### src/rtl/vx_ttu_pkg.sv
// Shared types for the TTU responder: master state codes, responder FSM states, helpers.
// Pure declarations, no timing; no flow control of its own.
package vx_ttu_pkg;

    typedef enum logic [2:0] {
        TTU_IDLE    = 3'd0,
        TTU_WAIT    = 3'd1,
        TTU_SWAP    = 3'd2,
        TTU_RUN     = 3'd3,
        TTU_RESTORE = 3'd4
    } ttu_state_e;

    typedef enum logic [2:0] {
        R_IDLE,
        R_DRAIN,
        R_HOLD,
        R_SWAP,
        R_RUN,
        R_WAITRST,
        R_RDRAIN,
        R_RESTORE
    } resp_state_e;

    localparam int ONEHOT_W = 32;

    // Callers truncate to their thread count; tid must stay below ONEHOT_W.
    function automatic logic [ONEHOT_W-1:0] onehot_tid(input logic [4:0] tid);
        onehot_tid = 32'd1 << tid;
    endfunction

    // Unused master codes fold into IDLE so a glitching master aborts rather than hangs.
    function automatic ttu_state_e decode_ttu_state(input logic [2:0] raw);
        if (raw > 3'd4) begin
            return TTU_IDLE;
        end
        return ttu_state_e'(raw);
    endfunction

endpackage

### src/rtl/vx_inflight_counter.sv
// Saturating up/down count of issued-but-uncommitted instructions; is_zero_o is registered.
// Latency: one cycle from issue/commit to is_zero_o; no backpressure, never blocks.
module vx_inflight_counter #(
    parameter int WIDTH = 6
) (
    input  logic clk,
    input  logic reset,
    input  logic inc_i,
    input  logic dec_i,
    output logic is_zero_o
);

    localparam logic [WIDTH-1:0] CNT_MAX = '1;

    logic [WIDTH-1:0] cnt_q, cnt_d;

    always_comb begin
        cnt_d = cnt_q;
        if (inc_i && !dec_i && cnt_q != CNT_MAX) begin
            cnt_d = cnt_q + WIDTH'(1);
        end else if (dec_i && !inc_i && cnt_q != '0) begin
            cnt_d = cnt_q - WIDTH'(1);
        end
    end

    always_ff @(posedge clk) begin
        if (reset) begin
            cnt_q <= '0;
        end else begin
            cnt_q <= cnt_d;
        end
    end

    assign is_zero_o = (cnt_q == '0);

    // Either of these means issue/commit bookkeeping upstream is broken.
    cnt_no_overflow: assert property (@(posedge clk) disable iff (reset)
        !(inc_i && !dec_i && cnt_q == CNT_MAX));
    cnt_no_underflow: assert property (@(posedge clk) disable iff (reset)
        !(dec_i && !inc_i && cnt_q == '0));

endmodule

### src/rtl/vx_ttu_responder.sv
// Core-side TTU slave: stalls issue, waits for drain, swaps a warp into the ISR and back.
// Latency: drained >= 2 cycles after WAIT; wctl_* held stable until wctl_ready accepts.
module vx_ttu_responder
    import vx_ttu_pkg::*;
#(
    parameter int NUM_WARPS   = 4,
    parameter int NUM_THREADS = 4,
    parameter int XLEN        = 32,
    parameter int INFLIGHT_W  = 6,
    localparam int NW_WIDTH   = (NUM_WARPS   > 1) ? $clog2(NUM_WARPS)   : 1,
    localparam int NT_WIDTH   = (NUM_THREADS > 1) ? $clog2(NUM_THREADS) : 1
) (
    input  logic                             clk,
    input  logic                             reset,
    input  logic [2:0]                       ttu_state,
    input  logic [XLEN-1:0]                  isr_pc,
    input  logic [NW_WIDTH-1:0]              ttu_wid,
    input  logic [NT_WIDTH-1:0]              ttu_tid,
    input  logic [NUM_THREADS-1:0]           interrupted_tmask,
    input  logic [XLEN-1:0]                  interrupted_pc,
    output logic                             pipeline_drained,
    output logic                             thread_found,
    output logic [NUM_THREADS-1:0]           current_thread_mask,
    output logic [XLEN-1:0]                  current_pc,
    output logic                             isr_done,
    output logic                             sched_stall,
    input  logic                             issue_fire,
    input  logic                             commit_fire,
    input  logic [NUM_WARPS*NUM_THREADS-1:0] warp_tmask_in,
    input  logic [NUM_WARPS*XLEN-1:0]        warp_pc_in,
    input  logic [NUM_WARPS-1:0]             warp_barrier_stalled,
    input  logic                             isr_ret_valid,
    input  logic [NW_WIDTH-1:0]              isr_ret_wid,
    output logic                             wctl_valid,
    output logic [NW_WIDTH-1:0]              wctl_wid,
    output logic [XLEN-1:0]                  wctl_pc,
    output logic [NUM_THREADS-1:0]           wctl_tmask,
    input  logic                             wctl_ready
);

    resp_state_e              state_q, state_d;
    ttu_state_e               mst;
    logic                     cnt_zero;
    logic                     wctl_fire;

    logic                     stall_q, stall_d;
    logic                     armed_q, armed_d;
    logic                     drained_q, drained_d;
    logic                     found_q, found_d;
    logic [XLEN-1:0]          cur_pc_q, cur_pc_d;
    logic [NUM_THREADS-1:0]   cur_mask_q, cur_mask_d;
    logic                     done_q, done_d;
    logic                     wvld_q, wvld_d;
    logic [NW_WIDTH-1:0]      wwid_q, wwid_d;
    logic [XLEN-1:0]          wpc_q, wpc_d;
    logic [NUM_THREADS-1:0]   wtmask_q, wtmask_d;

    vx_inflight_counter #(
        .WIDTH (INFLIGHT_W)
    ) u_inflight (
        .clk       (clk),
        .reset     (reset),
        .inc_i     (issue_fire),
        .dec_i     (commit_fire),
        .is_zero_o (cnt_zero)
    );

    assign mst       = decode_ttu_state(ttu_state);
    assign wctl_fire = wvld_q && wctl_ready;

    always_comb begin
        state_d    = state_q;
        stall_d    = stall_q;
        armed_d    = armed_q;
        drained_d  = drained_q;
        found_d    = found_q;
        cur_pc_d   = cur_pc_q;
        cur_mask_d = cur_mask_q;
        done_d     = 1'b0;
        wvld_d     = wvld_q;
        wwid_d     = wwid_q;
        wpc_d      = wpc_q;
        wtmask_d   = wtmask_q;

        case (state_q)
            R_IDLE: begin
                if (mst == TTU_WAIT) begin
                    stall_d = 1'b1;
                    armed_d = 1'b0;
                    state_d = R_DRAIN;
                end
            end
            R_DRAIN: begin
                // armed_q marks that the stall has been visible to the scheduler for a full cycle.
                armed_d = 1'b1;
                if (armed_q && cnt_zero) begin
                    drained_d  = 1'b1;
                    cur_pc_d   = warp_pc_in[int'(ttu_wid)*XLEN +: XLEN];
                    cur_mask_d = warp_tmask_in[int'(ttu_wid)*NUM_THREADS +: NUM_THREADS];
                    found_d    = ~warp_barrier_stalled[ttu_wid];
                    state_d    = R_HOLD;
                end
            end
            R_HOLD: begin
                if (mst == TTU_SWAP && found_q) begin
                    wvld_d   = 1'b1;
                    wwid_d   = ttu_wid;
                    wpc_d    = isr_pc;
                    wtmask_d = NUM_THREADS'(onehot_tid(5'(ttu_tid)));
                    state_d  = R_SWAP;
                end
            end
            R_SWAP: begin
                if (wctl_fire) begin
                    wvld_d    = 1'b0;
                    stall_d   = 1'b0;
                    drained_d = 1'b0;
                    found_d   = 1'b0;
                    state_d   = R_RUN;
                end
            end
            R_RUN: begin
                if (isr_ret_valid && isr_ret_wid == ttu_wid) begin
                    done_d  = 1'b1;
                    state_d = R_WAITRST;
                end
            end
            R_WAITRST: begin
                if (mst == TTU_RESTORE) begin
                    stall_d = 1'b1;
                    armed_d = 1'b0;
                    state_d = R_RDRAIN;
                end
            end
            R_RDRAIN: begin
                armed_d = 1'b1;
                if (armed_q && cnt_zero) begin
                    wvld_d   = 1'b1;
                    wwid_d   = ttu_wid;
                    wpc_d    = interrupted_pc;
                    wtmask_d = interrupted_tmask;
                    state_d  = R_RESTORE;
                end
            end
            R_RESTORE: begin
                if (wctl_fire) begin
                    wvld_d  = 1'b0;
                    stall_d = 1'b0;
                    state_d = R_IDLE;
                end
            end
            default: begin
                state_d = R_IDLE;
            end
        endcase

        // A pending redirect must complete, so only the non-handshake states honour an abort.
        if (mst == TTU_IDLE && state_q != R_SWAP && state_q != R_RESTORE) begin
            state_d    = R_IDLE;
            stall_d    = 1'b0;
            armed_d    = 1'b0;
            drained_d  = 1'b0;
            found_d    = 1'b0;
            cur_pc_d   = '0;
            cur_mask_d = '0;
            done_d     = 1'b0;
            wvld_d     = 1'b0;
            wwid_d     = '0;
            wpc_d      = '0;
            wtmask_d   = '0;
        end
    end

    always_ff @(posedge clk) begin
        if (reset) begin
            state_q    <= R_IDLE;
            stall_q    <= 1'b0;
            armed_q    <= 1'b0;
            drained_q  <= 1'b0;
            found_q    <= 1'b0;
            cur_pc_q   <= '0;
            cur_mask_q <= '0;
            done_q     <= 1'b0;
            wvld_q     <= 1'b0;
            wwid_q     <= '0;
            wpc_q      <= '0;
            wtmask_q   <= '0;
        end else begin
            state_q    <= state_d;
            stall_q    <= stall_d;
            armed_q    <= armed_d;
            drained_q  <= drained_d;
            found_q    <= found_d;
            cur_pc_q   <= cur_pc_d;
            cur_mask_q <= cur_mask_d;
            done_q     <= done_d;
            wvld_q     <= wvld_d;
            wwid_q     <= wwid_d;
            wpc_q      <= wpc_d;
            wtmask_q   <= wtmask_d;
        end
    end

    assign pipeline_drained    = drained_q;
    assign thread_found        = found_q;
    assign current_pc          = cur_pc_q;
    assign current_thread_mask = cur_mask_q;
    assign isr_done            = done_q;
    assign sched_stall         = stall_q;
    assign wctl_valid          = wvld_q;
    assign wctl_wid            = wwid_q;
    assign wctl_pc             = wpc_q;
    assign wctl_tmask          = wtmask_q;

endmodule

### config.mk
export PLATFORM = sky130hd
export DESIGN_NAME = vx_ttu_responder
export DESIGN_NICKNAME = d
export VERILOG_FILES = /design/src/rtl/vx_ttu_pkg.sv /design/src/rtl/vx_inflight_counter.sv /design/src/rtl/vx_ttu_responder.sv
export SDC_FILE = /design/constraint.sdc
export NUM_CORES = 1
export LEC_CHECK = 0
export CAP_MARGIN = 0
export CORE_UTILIZATION = 35
export CTS_BUF_LIST = sky130_fd_sc_hd__clkbuf_4 sky130_fd_sc_hd__clkbuf_8 sky130_fd_sc_hd__clkbuf_16
export DETAILED_ROUTE_END_ITERATION = 10
export HOLD_SLACK_MARGIN = 0.02
export PLACE_DENSITY = 0.79
export SYNTH_ARGS = -nofsm -noshare
export SYNTH_HDL_FRONTEND = slang
export SYNTH_SLANG_ARGS = --single-unit
### constraint.sdc
create_clock -name clk -period 2.6 [get_ports clk]
set_input_delay 0.78 -clock clk [delete_from_list [all_inputs] [get_ports clk]]
set_output_delay 0.78 -clock clk [all_outputs]
set_load 0.01 [all_outputs]
Yosys cells after proc, flatten, opt, wreduce, memory -nomap -nowiden
Index checks and enable logic that the tools add are counted.
{ "word_totals": {"register_bits": 89, "latchBits": 0, "mem_bits_rw": 0, "mem_bits_ro": 0, "inputBits": 231, "wordCells": 117, "n_memories": 0} }
{ "classes": {"addsub": 2, "n_mul": 0, "n_div": 0, "order_cmp": 2, "eq_ne": 23, "shifts": 3, "muxes": 39, "bitwise_logic": 2, "reduce_logical": 33} }
{ "ops": {"columns": ["operator", "count"], "rows": [
  ["128-bit by 8-bit variable part select with 32-bit output", 1],
  ["32-bit 2-to-1 mux", 2],
  ["32-bit one-hot mux with 2 select lines", 1],
  ["3-bit 2-to-1 mux", 10],
  ["3-bit one-hot mux with 8 select lines", 1],
  ["2-bit != test (second input constant)", 8],
  ["16-bit by 5-bit variable part select with 4-bit output", 1],
  ["3-bit == test (second input constant)", 5],
  ["6-bit 2-to-1 mux", 2],
  ["1-bit 2-to-1 mux", 11],
  ["1-bit logical AND", 10],
  ["3-bit by 2-bit == test with 1-bit output (second input constant)", 3],
  ["1-bit one-hot mux with 3 select lines", 3],
  ["3-bit AND reduction", 3],
  ["3-bit nonzero test", 3],
  ["4-bit 2-to-1 mux", 2],
  ["4-bit one-hot mux with 2 select lines", 1],
  ["4-bit AND reduction", 2],
  ["8-bit AND reduction", 1],
  ["6-bit by 1-bit adder with 6-bit output (second input constant)", 1],
  ["3-bit by 1-bit == test with 1-bit output (second input constant)", 2],
  ["3-bit zero test", 2],
  ["6-bit zero test", 1],
  ["6-bit != test (second input constant)", 1],
  ["other kinds (19)", 27]
]} }

Longest topological paths before layout
{ "logic_depth": {"ltp_word": 7, "mapped_depth": 8} }

Modules after synthesis
From an unflattened synthesis, not the netlist that was laid out.
{ "unflattened": {"hier_cells": 542, "area_unflattened_um2": 4819.6} }
{ "by_module_without_submodules": {"columns": ["module", "n_inst", "cells_each", "area_each_um2"], "rows": [
  ["vx_ttu_responder", 1, 484, 4334.2],
  ["vx_inflight_counter", 1, 58, 485.5]
]} }

Least setup slack after synthesis
No wires, ideal clock.
{ "synth_timing": {"kind": "input to register", "startpoint": "input commit_fire", "endpoint": "register u_inflight.cnt_q[5]", "setup_time_ps": 127, "arrival_ps": 2447, "required_ps": 2473, "path_slack_ps": 26, "cell_stages": 8, "path_cell_list": "inv_1 o311a_1 clkinv_1 ha_1 a211o_1 a211o_1 o2111ai_1 nand3_1"} }
{ "synth_between": {"elab_chain_len": 4} }
{ "synth_lines": {"columns": ["item", "line", "rtl"], "rows": [
  ["from (decl)", "vx_ttu_responder.sv:28", "input logic commit_fire,"],
  ["1-bit zero test", "vx_inflight_counter.sv:19", "if (inc_i && !dec_i && cnt_q != CNT_MAX) begin"],
  ["1-bit logical AND (2 in a row)", "vx_inflight_counter.sv:19", null],
  ["6-bit 2-to-1 mux / 2-bit nonzero test (equally long branches)", null, null],
  ["to (signal assigned)", "vx_inflight_counter.sv:30", "cnt_q <= cnt_d;"],
  ["to (decl)", "vx_inflight_counter.sv:15", "logic [WIDTH-1:0] cnt_q, cnt_d;"]
]} }
Several ways; a longest one is shown, not always the timed one.
A chain may end at the register's enable or synchronous reset.

Worst setup path after layout
Same ends and word-level chain as after synthesis.

==> summary.txt <==
Status
  • Outcome: complete, no violations

Global routing
  • Total gr overflow: 0
  • Largest net degree at the start of global routing: 45
  • First-pass GRT wire length: roughly 26 mm
  • Antenna violations before repair: 0
  • Global router's overall resource usage: 0.2260
  • Vias in the first global route: 5259

Cells and area
  • Filler cells: 1259
  • Share of cells above drive strength 1: 0.1504
  • Final nets: 1083
  • Diode count: 0
  • Post-Layout Cell Count: ~1000
  • Core Util, Final: 0.6124
  • Area Growth Syn to Fin: 70.60%

Power
  • Static leakage: roughly 3.4 nW
  • Power Total: 3.568 mW
  • Worst IR drop on VDD: about 0.33 mV
  • PwrDens: 400.9 mW/mm²

Timing
  • Fin crit share: 0.9495
  • Count of final hold-check violations: 0
  • WHS: 0.4525 ns
  • Slew Limit Fails: 0
  • Setup TNS: 0 ns
  • Fin crit period: ~2.5 ns
  • Slew HR: 0.5414
  • Final setup vio count: 0
  • Worst Max-Slew Pin Slew: 0.6706 ns
  • Clock Skew: roughly 0.0039 ns
  • Unrepaired setup endpoints after global routing: no
  • Fmax: 0.4051 GHz

Route
  • 1st-pass router iterations: 5
  • Routed wire length: 17.77 mm
  • Wire per inst: about 17 µm
  • Drt initial violations: 217
  • Mean number of vias per cell: ~5.2
  • Post-DRT Antenna Nets: 0
  • Total number of vias: 5428
  • Post-route DRC: 0

Floorplanning
  • Die Width: 124.1 µm
  • I/O Pins: 310
  • Row Count: 44
  • Initial core utilization: 0.3590
  • Die Ht: 124.1 µm
  • Core area: between 0.01 and 0.015 mm²
  • Die area: 0.01540 mm²

Critical path
  • Crit Path Category: in2reg
  • Worst setup SP type: primary input
  • Max incr delay on CP: ~0.42 ns
  • Reg2reg path depth: 8
  • CP Cell Sequence: clkdlybuf4s50_1, inv_1, o311a_1, inv_2, ha_1, a211o_1, a211o_1, o2111ai_1, nand3_1
  • WP buf/inv: 3
  • Crit path max-delay family: compound AO/OA/AOI/OAI gates
  • R2R Path Start: u_inflight.cnt_q[1]
  • Nature of the critical path endpoint: flop
  • R2R Setup Slk: about 0.33 ns
  • Critical Path Slowest Stage Cell: clkdlybuf4s50_1
  • Required @ worst endpoint: 2.81 ns
  • Max Fanout on Critical Path: 4
  • Stages on the worst setup path: 9
  • Critical R2R Capture: u_inflight.cnt_q[5]
  • CP arrival: 2.68 ns
  • Most frequent CP cell: a211o_1

Clocking
  • Cts hold-fix bufs: 0
  • Clock sinks: 89
  • CTS max path bufs: 2
  • Clk slew on worst S/H paths: around 0.060 ns
  • Clk_lat worst skew: about 0.34 ns
  • Num CTS Buffers: 9
  • Root buffer cell: clkbuf_16
  • CTS H-tree depth: 3
  • CTS tree: done

Synth
  • Syn nets: between 700 and 800
  • Synthesized area per cell: 9.609 µm²
  • Post-synth EDFFs: 0
  • Yosys warns: 0
  • Cell Area, Synth: 0.005218 mm²
  • Async SR Flop Fraction: 0
  • Post-synthesis sequential area ratio: 0.3415
  • Mapped Cells: 543
  • Synth Register Bits: 89
  • Library cells used by synthesis: 53
  • Post-synth top flop: dfxtp_1

Worst hold path
  • Min-Delay Startpoint: current_pc[20]
  • Hold path depth: 2
  • Hold EP: current_pc[20]
  • Hold Crit Class: reg2reg

Placement
  • Hpwl dp: ~14 mm
  • GP Congestion: approximately 0.86
  • Placed Cells: 1020
  • PortBufs: 309

Flow run
  • Max-Cap Viols: 0
-- kinds of logic (layout without fill, tap and decap cells) --
group           after synthesis  in the layout  synth area share
simple gates                191            191            0.1763
mux                         107            107            0.3017
compound gates               91             91            0.1130
flops                        89             89            0.3415
buf+inv                      56            364           0.04748
fa+ha+maj                     5              5           0.01343
xor+xnor                      4              4          0.006716
-- through the flow --
step,area [µm²],worst slack (ns)
floorplan,5218,0.02617
global placement,8615,-0.2199
detailed placement,8615,-0.2897
CTS,8901,0.06872
global route,8901,0.03182
finish,8901,0.1312
-- area by class of cell --
type / count / area, µm² / share of cell area
timing repair buffer: 341 / 3373 / 0.3790
sequential: 89 / 1782 / 0.2002
clock inverter: 2 / 12.51 / 0.001406
inverter: 8 / 30.03 / 0.003374
multi-input combinational: 398 / 3199 / 0.3594
clock buffer: 13 / 274.0 / 0.03078
tap: 184 / 230.2 / 0.02586
-- routing by layer --
metal | global-route usage | share of wire | up-vias
met5 | 0 | 0 | -
met4 | 0.09598 | 0.028 | 0
met3 | 0.06273 | 0.091 | 34
met2 | 0.3971 | 0.50 | 249
met1 | 0.2548 | 0.38 | 2518
li1 | - | - | 2627
-- worst min-delay path, delay by kind of cell (launching register included) --
family             cells  cell delay, ns
AOI/OAI and AO/OA      1            0.05
and+or+nand+nor        1            0.05
DFF                    1            0.31
-- report_power, final --
group	internal, mW	total, mW	switching (mW)
sequential	1.38	1.42	0.0338
combinational	0.575	0.896	0.321
clock	0.730	1.25	0.523
-- repair_timing --
item | in CTS | in global routing
buffers inserted | 0 | 0
setup endpoints to repair | 0 | 2
endpoints found under the hold margin | 0 | 0
gates resized for setup | 0 | 1
-- worst max path at each step --
stage                           start             endpoint  slack [ns]
after floorplan           commit_fire  u_inflight.cnt_q[5]        0.03
after global placement    commit_fire  u_inflight.cnt_q[4]       -0.22
after detailed placement  commit_fire  u_inflight.cnt_q[5]       -0.29
after CTS                 commit_fire  u_inflight.cnt_q[5]        0.07
after global routing      commit_fire  u_inflight.cnt_q[5]        0.03
final                     commit_fire  u_inflight.cnt_q[5]        0.13
-- placed cells by master (no fill, tap or decap), drive strengths merged, types with 3 or more instances in the layout --
cell	synthesis	routed
clkdlybuf4s50	0	307
dfxtp	89	89
nand2	79	79
nand3	73	73
a21oi	46	46
mux2i	38	38
mux4	37	37
buf	20	34
mux2	32	32
clkbuf	28	13
o21ai	9	9
nor2	7	7
inv	6	7
o2111ai	6	6
o211a	6	6
nor3	5	5
a211oi	4	4
ha	4	4
nand4	3	3
nor3b	3	3
and4	3	3
nand2b	3	3
xor2	3	3
and3	3	3
nor2b	3	3
a31oi	3	3
a21o	3	3
-- sequential cells by signal, summed over array words and instances, names as in the netlist --
name,count
wctl_tmask,4
wctl_valid,1
wctl_pc,32
pipeline_drained,1
armed_q,1
current_thread_mask,4
u_inflight.cnt_q,6
isr_done,1
sched_stall,1
current_pc,32
thread_found,1
state_q,3
wctl_wid,2
-- cells in the mapped netlist, types with 2 or more instances --
cell       instances  area [µm²]
dfxtp_1           89        1782
nor2_1             6       22.52
nor3_1             5       25.02
and3_1             3       18.77
and4_1             3       26.28
a21oi_1           46       230.2
mux2_2            32       360.4
or2_2              2       12.51
mux2i_1           38       380.4
mux4_2            37       833.3
buf_1              5       18.77
clkinv_1           2       7.510
buf_6              3       33.78
a211o_1            2       17.52
nand2b_1           3       18.77
inv_1              6       22.52
a211oi_1           4       30.03
nand2_1           79       296.5
nor3b_1            3       22.52
buf_2             12       60.06
and2_1             2       12.51
o21a_1             2       15.01
nand3_1           73       365.4
xor2_1             3       26.28
nand4_1            3       18.77
o21ai_1            2       10.01
o211a_1            5       50.05
a21o_1             3       22.52
clkbuf_1          28       105.1
nor2b_1            3       18.77
o2111ai_1          6       52.55
o21ai_0            7       35.03
ha_1               4       50.05
a31oi_1            3       18.77
Note: power is estimated with default switching activity, not from simulation.
